`src/rtl/lcd_spi_tx_fifo.sv`:
```
// lcd_spi_tx_fifo: buffers {dc,payload} words and shifts them MSB-first onto the SPI LCD pins.
// Latency: a word pushed into an empty FIFO while idle is popped (cs low) on the next edge.
// Backpressure: full is registered; a push while full is dropped and latches overflow.
module lcd_spi_tx_fifo #(
  parameter int DATA_W  = 8,
  parameter int DEPTH   = 16,
  parameter int CLK_DIV = 2,
  parameter bit CPOL    = 1'b0,
  parameter int CS_GAP  = 2
) (
  input  logic                     sys_clk,
  input  logic                     sys_rst_n,
  input  logic [DATA_W:0]          wr_data,
  input  logic                     wr_en,
  input  logic                     flush,
  output logic                     full,
  output logic [$clog2(DEPTH):0]   level,
  output logic                     overflow,
  output logic                     busy,
  output logic                     wr_done,
  output logic                     cs,
  output logic                     dc,
  output logic                     sclk,
  output logic                     mosi
);

  localparam int PTR_W = $clog2(DEPTH);
  localparam int LVL_W = PTR_W + 1;
  localparam int DIV_W = $clog2(2 * CLK_DIV);
  localparam int BIT_W = (DATA_W > 1) ? $clog2(DATA_W) : 1;
  localparam int GAP_W = (CS_GAP > 1) ? $clog2(CS_GAP) : 1;

  typedef enum logic [1:0] {IDLE, SHIFT, GAP} state_e;

  // FIFO storage and bookkeeping
  logic [DATA_W:0] mem_q [DEPTH];
  logic [PTR_W-1:0] wr_ptr_q, rd_ptr_q;
  logic [LVL_W-1:0] level_q, level_d;
  logic             full_q, full_d;
  logic             overflow_q;

  // Serialiser state and registered pin outputs
  state_e           state_q;
  logic [DIV_W-1:0] div_cnt_q;
  logic [BIT_W-1:0] bit_cnt_q;
  logic [GAP_W-1:0] gap_cnt_q;
  logic [DATA_W-1:0] sreg_q;
  logic [DATA_W-1:0] sreg_rot;
  logic             flush_pend_q;
  logic             cs_q, dc_q, sclk_q, mosi_q, busy_q, wr_done_q;

  logic [DATA_W:0]  head;
  logic             push, pop, shift_end, fifo_nempty;

  assign head        = mem_q[rd_ptr_q];
  assign fifo_nempty = (level_q != '0);
  assign shift_end   = (state_q == SHIFT) &&
                       (div_cnt_q == DIV_W'(2 * CLK_DIV - 1)) &&
                       (bit_cnt_q == BIT_W'(DATA_W - 1));
  // A flush in the same cycle suppresses the pop so level lands on 0 cleanly.
  // Once flushed mid-word, the running word is the last one of the burst.
  assign pop  = !flush && fifo_nempty &&
                ((state_q == IDLE) || (shift_end && !flush_pend_q));
  assign push = wr_en && !full_q && !flush;

  assign level_d = level_q + LVL_W'(push) - LVL_W'(pop);
  assign full_d  = (level_d == LVL_W'(DEPTH));

  // Rotate rather than shift so every register bit stays live; only the top bit is ever driven out.
  assign sreg_rot = (sreg_q << 1) | (sreg_q >> (DATA_W - 1));

  // FIFO storage write; contents need no reset because pointers gate every read
  always_ff @(posedge sys_clk) begin
    if (push) begin
      mem_q[wr_ptr_q] <= wr_data;
    end
  end

  // FIFO pointers, occupancy, full flag and sticky overflow
  always_ff @(posedge sys_clk or negedge sys_rst_n) begin
    if (!sys_rst_n) begin
      wr_ptr_q   <= '0;
      rd_ptr_q   <= '0;
      level_q    <= '0;
      full_q     <= 1'b0;
      overflow_q <= 1'b0;
    end else begin
      if (wr_en && full_q) begin
        overflow_q <= 1'b1;
      end
      if (flush) begin
        wr_ptr_q <= rd_ptr_q;
        level_q  <= '0;
        full_q   <= 1'b0;
      end else begin
        if (push) begin
          wr_ptr_q <= wr_ptr_q + 1'b1;
        end
        if (pop) begin
          rd_ptr_q <= rd_ptr_q + 1'b1;
        end
        level_q <= level_d;
        full_q  <= full_d;
      end
    end
  end

  // IDLE/SHIFT/GAP sequencer driving registered cs, dc, sclk, mosi, busy and wr_done
  always_ff @(posedge sys_clk or negedge sys_rst_n) begin
    if (!sys_rst_n) begin
      state_q      <= IDLE;
      div_cnt_q    <= '0;
      bit_cnt_q    <= '0;
      gap_cnt_q    <= '0;
      sreg_q       <= '0;
      flush_pend_q <= 1'b0;
      cs_q         <= 1'b1;
      dc_q         <= 1'b0;
      sclk_q       <= CPOL;
      mosi_q       <= 1'b0;
      busy_q       <= 1'b0;
      wr_done_q    <= 1'b0;
    end else begin
      wr_done_q <= 1'b0;
      case (state_q)
        IDLE: begin
          if (pop) begin
            sreg_q       <= head[DATA_W-1:0];
            dc_q         <= head[DATA_W];
            mosi_q       <= head[DATA_W-1];
            cs_q         <= 1'b0;
            busy_q       <= 1'b1;
            div_cnt_q    <= '0;
            bit_cnt_q    <= '0;
            flush_pend_q <= 1'b0;
            state_q      <= SHIFT;
          end
        end
        SHIFT: begin
          if (flush) begin
            flush_pend_q <= 1'b1;
          end
          if (div_cnt_q == DIV_W'(CLK_DIV - 1)) begin
            // Mid-bit: drive sclk to its active level, data already stable
            sclk_q    <= ~CPOL;
            div_cnt_q <= div_cnt_q + 1'b1;
          end else if (div_cnt_q == DIV_W'(2 * CLK_DIV - 1)) begin
            // End of bit: sclk back to idle and data advances on the same edge
            sclk_q    <= CPOL;
            div_cnt_q <= '0;
            if (bit_cnt_q == BIT_W'(DATA_W - 1)) begin
              wr_done_q <= 1'b1;
              if (pop) begin
                // Back-to-back word: keep cs low, reload without a gap
                sreg_q       <= head[DATA_W-1:0];
                dc_q         <= head[DATA_W];
                mosi_q       <= head[DATA_W-1];
                bit_cnt_q    <= '0;
                flush_pend_q <= 1'b0;
              end else begin
                cs_q         <= 1'b1;
                mosi_q       <= 1'b0;
                gap_cnt_q    <= '0;
                flush_pend_q <= 1'b0;
                state_q      <= GAP;
              end
            end else begin
              bit_cnt_q <= bit_cnt_q + 1'b1;
              sreg_q    <= sreg_rot;
              mosi_q    <= sreg_rot[DATA_W-1];
            end
          end else begin
            div_cnt_q <= div_cnt_q + 1'b1;
          end
        end
        GAP: begin
          // cs held high; queued words wait until the gap has elapsed
          if (gap_cnt_q == GAP_W'(CS_GAP - 1)) begin
            busy_q  <= 1'b0;
            state_q <= IDLE;
          end else begin
            gap_cnt_q <= gap_cnt_q + 1'b1;
          end
        end
        default: begin
          state_q <= IDLE;
        end
      endcase
    end
  end

  assign full     = full_q;
  assign level    = level_q;
  assign overflow = overflow_q;
  assign busy     = busy_q;
  assign wr_done  = wr_done_q;
  assign cs       = cs_q;
  assign dc       = dc_q;
  assign sclk     = sclk_q;
  assign mosi     = mosi_q;

endmodule

```
`config.mk`:
```
export PLATFORM = sky130hd
export DESIGN_NAME = lcd_spi_tx_fifo
export DESIGN_NICKNAME = d
export VERILOG_FILES = /design/src/rtl/lcd_spi_tx_fifo.sv
export SDC_FILE = /design/constraint.sdc
export NUM_CORES = 1
export LEC_CHECK = 0
export CAP_MARGIN = 10
export CORE_ASPECT_RATIO = 0.9
export CORE_UTILIZATION = 23
export DETAILED_ROUTE_END_ITERATION = 12
export PLACE_DENSITY = 0.48
export SLEW_MARGIN = 20
export SYNTH_ARGS = -nofsm -noshare
export SYNTH_HDL_FRONTEND = slang
export SYNTH_SLANG_ARGS = --single-unit
```
`constraint.sdc`:
```
create_clock -name sys_clk -period 3.8 [get_ports sys_clk]
set_clock_uncertainty 0.1 [all_clocks]
set_input_delay 1.14 -clock sys_clk [delete_from_list [all_inputs] [get_ports sys_clk]]
set_output_delay 1.14 -clock sys_clk [all_outputs]
set_load 0.02 [all_outputs]
```
==> results.json <==
{
  "synth-edff-count": 144,
  "insertedDiodeCount": 0,
  "min_period_ns": 3.45,
  "slew_violations": 0,
  "area_delta_synth_final_pct": 19.5,
  "status": "completed",
  "worst_slew_margin_rel_pct": 34.0,
  "cts-root-buf": "clkbuf_16",
  "power.density_nw_per_um2": 673,
  "vias": 3950,
  "drive_gt1_share_pct": 23.1,
  "yosysWarnings": 0,
  "clkTransAtPathRegs_ns": 0.07,
  "min_path_type": "flop to flop",
  "cp.required_ns": 4.02,
  "drtPass1Iterations": 4,
  "dp_hpwl_mm": 10.9,
  "ys_seq_elements": 182,
  "place_inst": 881,
  "cts_hold_repair.buffers": 0,
  "cts_tree": "built",
  "cts_resized": 0,
  "final_common_cell": "edfxtp_1",
  "place_congestion": 0.746,
  "port-buffer-count": 25,
  "period_share_pct": 90.9,
  "mostFrequentLayoutCells": "edfxtp_1 (144), mux4_2 (39), dfrtp_1 (36)",
  "cpLargestDelayFamily": "adder cells",
  "crit_arrival_ns": 3.68,
  "first_iter_violations": 193,
  "ant_nets": 0,
  "tightest_slew_ns": 0.989,
  "p_total_uw": 6110,
  "cts_buffers": 17,
  "fp.dieH_um": 174,
  "initial_utilization_pct": 23.6,
  "antenna_found_initial": 0,
  "cts.sinks": 182,
  "yosysSeqAreaShare_pct": 69.5,
  "synth_nets": 459,
  "fp.dieW_um": 194,
  "critPathLaunchType": "input port",
  "final_util_pct": 28.2,
  "rows": 62,
  "finalSetupViolations": 0,
  "synthCells": 430,
  "overflow": 0,
  "dpl_cell_area_um2": 8480,
  "fin_cells": 913,
  "cts_setup_buffers": 0,
  "wl_per_cell_um": 17.7,
  "cap_violations": 0,
  "fin_area_um2": 9080,
  "clock.fmax_ghz": 0.290,
  "holdWs_ns": 0.369,
  "grt_pass1_wl_mm": 25.5,
  "max-vdd-ir-drop_mv": 0.318,
  "synth.cell_area_um2": 7600,
  "grt_max_degree": 39,
  "drc": 0,
  "cp_max_fo": 2,
  "pin_count": 26,
  "crit_chain": "clkdlybuf4s50_1 > nor2b_1 > nor2b_1 > inv_1 > ha_1 > inv_1 > ha_1 > fa_1 > a21oi_1 > o21bai_1 > xnor2_1 > nor4b_1",
  "clk_latency_ns": 0.43,
  "core_um2": 32200,
  "rrSetupSlack_ns": 0.64,
  "crit_buf_inv": 3,
  "via_per_inst": 4.33,
  "final_net_count": 513,
  "rsz0062_at_grt": "false",
  "htree_levels": 4,
  "crit_type": "input port to flop",
  "power.leakage_uw": 0.00304,
  "slowest_stage": "clkdlybuf4s50_1",
  "synthFlopType": "edfxtp_1",
  "grt_pass1_vias": 4156,
  "clockBufferDepth": 2,
  "grt_usage_pct": 10.2,
  "cpPeakStageDelay_ns": 0.48,
  "synth_cell_types": 50,
  "hold_violations": 0,
  "endpoint_kind": "flop",
  "routed_wl_mm": 16.2,
  "avgSynthCellArea_um2": 17.7,
  "dieArea_um2": 33800,
  "async_flop_share_pct": 20.9
}
==> final timing paths <==
check	start	endpoint	cells past startpoint
worst max-delay path	wr_en	full	12
worst min-delay path	overflow	overflow	1
worst max register to register	bit_cnt_q[0]	full	12
worst min register to register	overflow	overflow	1
max in group asynchronous	sys_rst_n	rd_ptr_q[2]	1
min in group asynchronous	sys_rst_n	overflow	1
==> final cells by class <==
type,instances,area (um^2)
Fill cell,3187,23100
Clock inverter,14,169
Sequential cell,182,5280
Multi-Input combinational cell,211,2140
Inverter,15,56.3
Clock buffer,18,429
Timing Repair Buffer,57,485
Tap cell,416,520
==> cell families after synthesis <==
| family | count (synthesis) | share of synthesized area, % |
|---|---|---|
| AOI/OAI and AO/OA | 43 | 5.01 |
| DFF | 182 | 69.5 |
| muxes | 47 | 12.7 |
| xor gates and xnor gates | 10 | 1.15 |
| and+or+nand+nor | 95 | 6.62 |
| buffers and inverters | 37 | 2.37 |
| adders and majority gates | 16 | 2.73 |
==> power by group <==
group          internal, uW  switching (uW)  total [uW]
sequential             2370             248        2620
clock                   991             799        1790
combinational           834             863        1700
total                  4200            1910        6110
==> metrics by stage <==
step / worst slack [ns] / TNS, ns
after global placement: 0.00981 / 0
after detailed placement: -0.112 / -0.112
final: 0.346 / 0
after CTS: 0.323 / 0
after global routing: 0.125 / 0
after floorplan: 0.343 / 0
==> flip-flops by register name (all words and copies together) (netlist names), 2 cells and up <==
signal,cells
level,5
bit_cnt_q,3
div_cnt_q,2
state_q,2
rd_ptr_q,4
sreg_q,8
mem_q,144
wr_ptr_q,4
==> per-layer routing <==
layer | global-route usage (%) | vias to the layer above | routed length [um]
li1 | - | 1793 | -
met1 | 13.8 | 2084 | 7820
met5 | 0 | - | 0
met4 | 2.60 | 0 | 160
met3 | 2.54 | 16 | 462
met2 | 16.4 | 57 | 7710
==> cell usage after synthesis, drive strengths merged, types with 2 or more instances <==
library cell  count  area (um^2)
o21ai            10         50.1
nor4b             2         32.5
o2bb2ai           2         17.5
mux4             39          878
nand2            18         67.6
a2111oi          12          170
inv              15         56.3
dfrtp            37          926
a21o              2         15.0
a22o              3         26.3
nand2b            4         25.0
xor2              3         26.3
mux2              2         22.5
nor2b            10         62.6
a21oi             5         25.0
nand3             5         25.0
and3              5         32.5
ha               15          188
nor3             13         65.1
nand3b            2         15.0
mux2i             6         60.1
nor2             30          113
xnor2             7         61.3
buf              13         90.1
edfxtp          144         4320
clkbuf            9         33.8
o31ai             2         15.0
(Power assumes the default switching activity.)
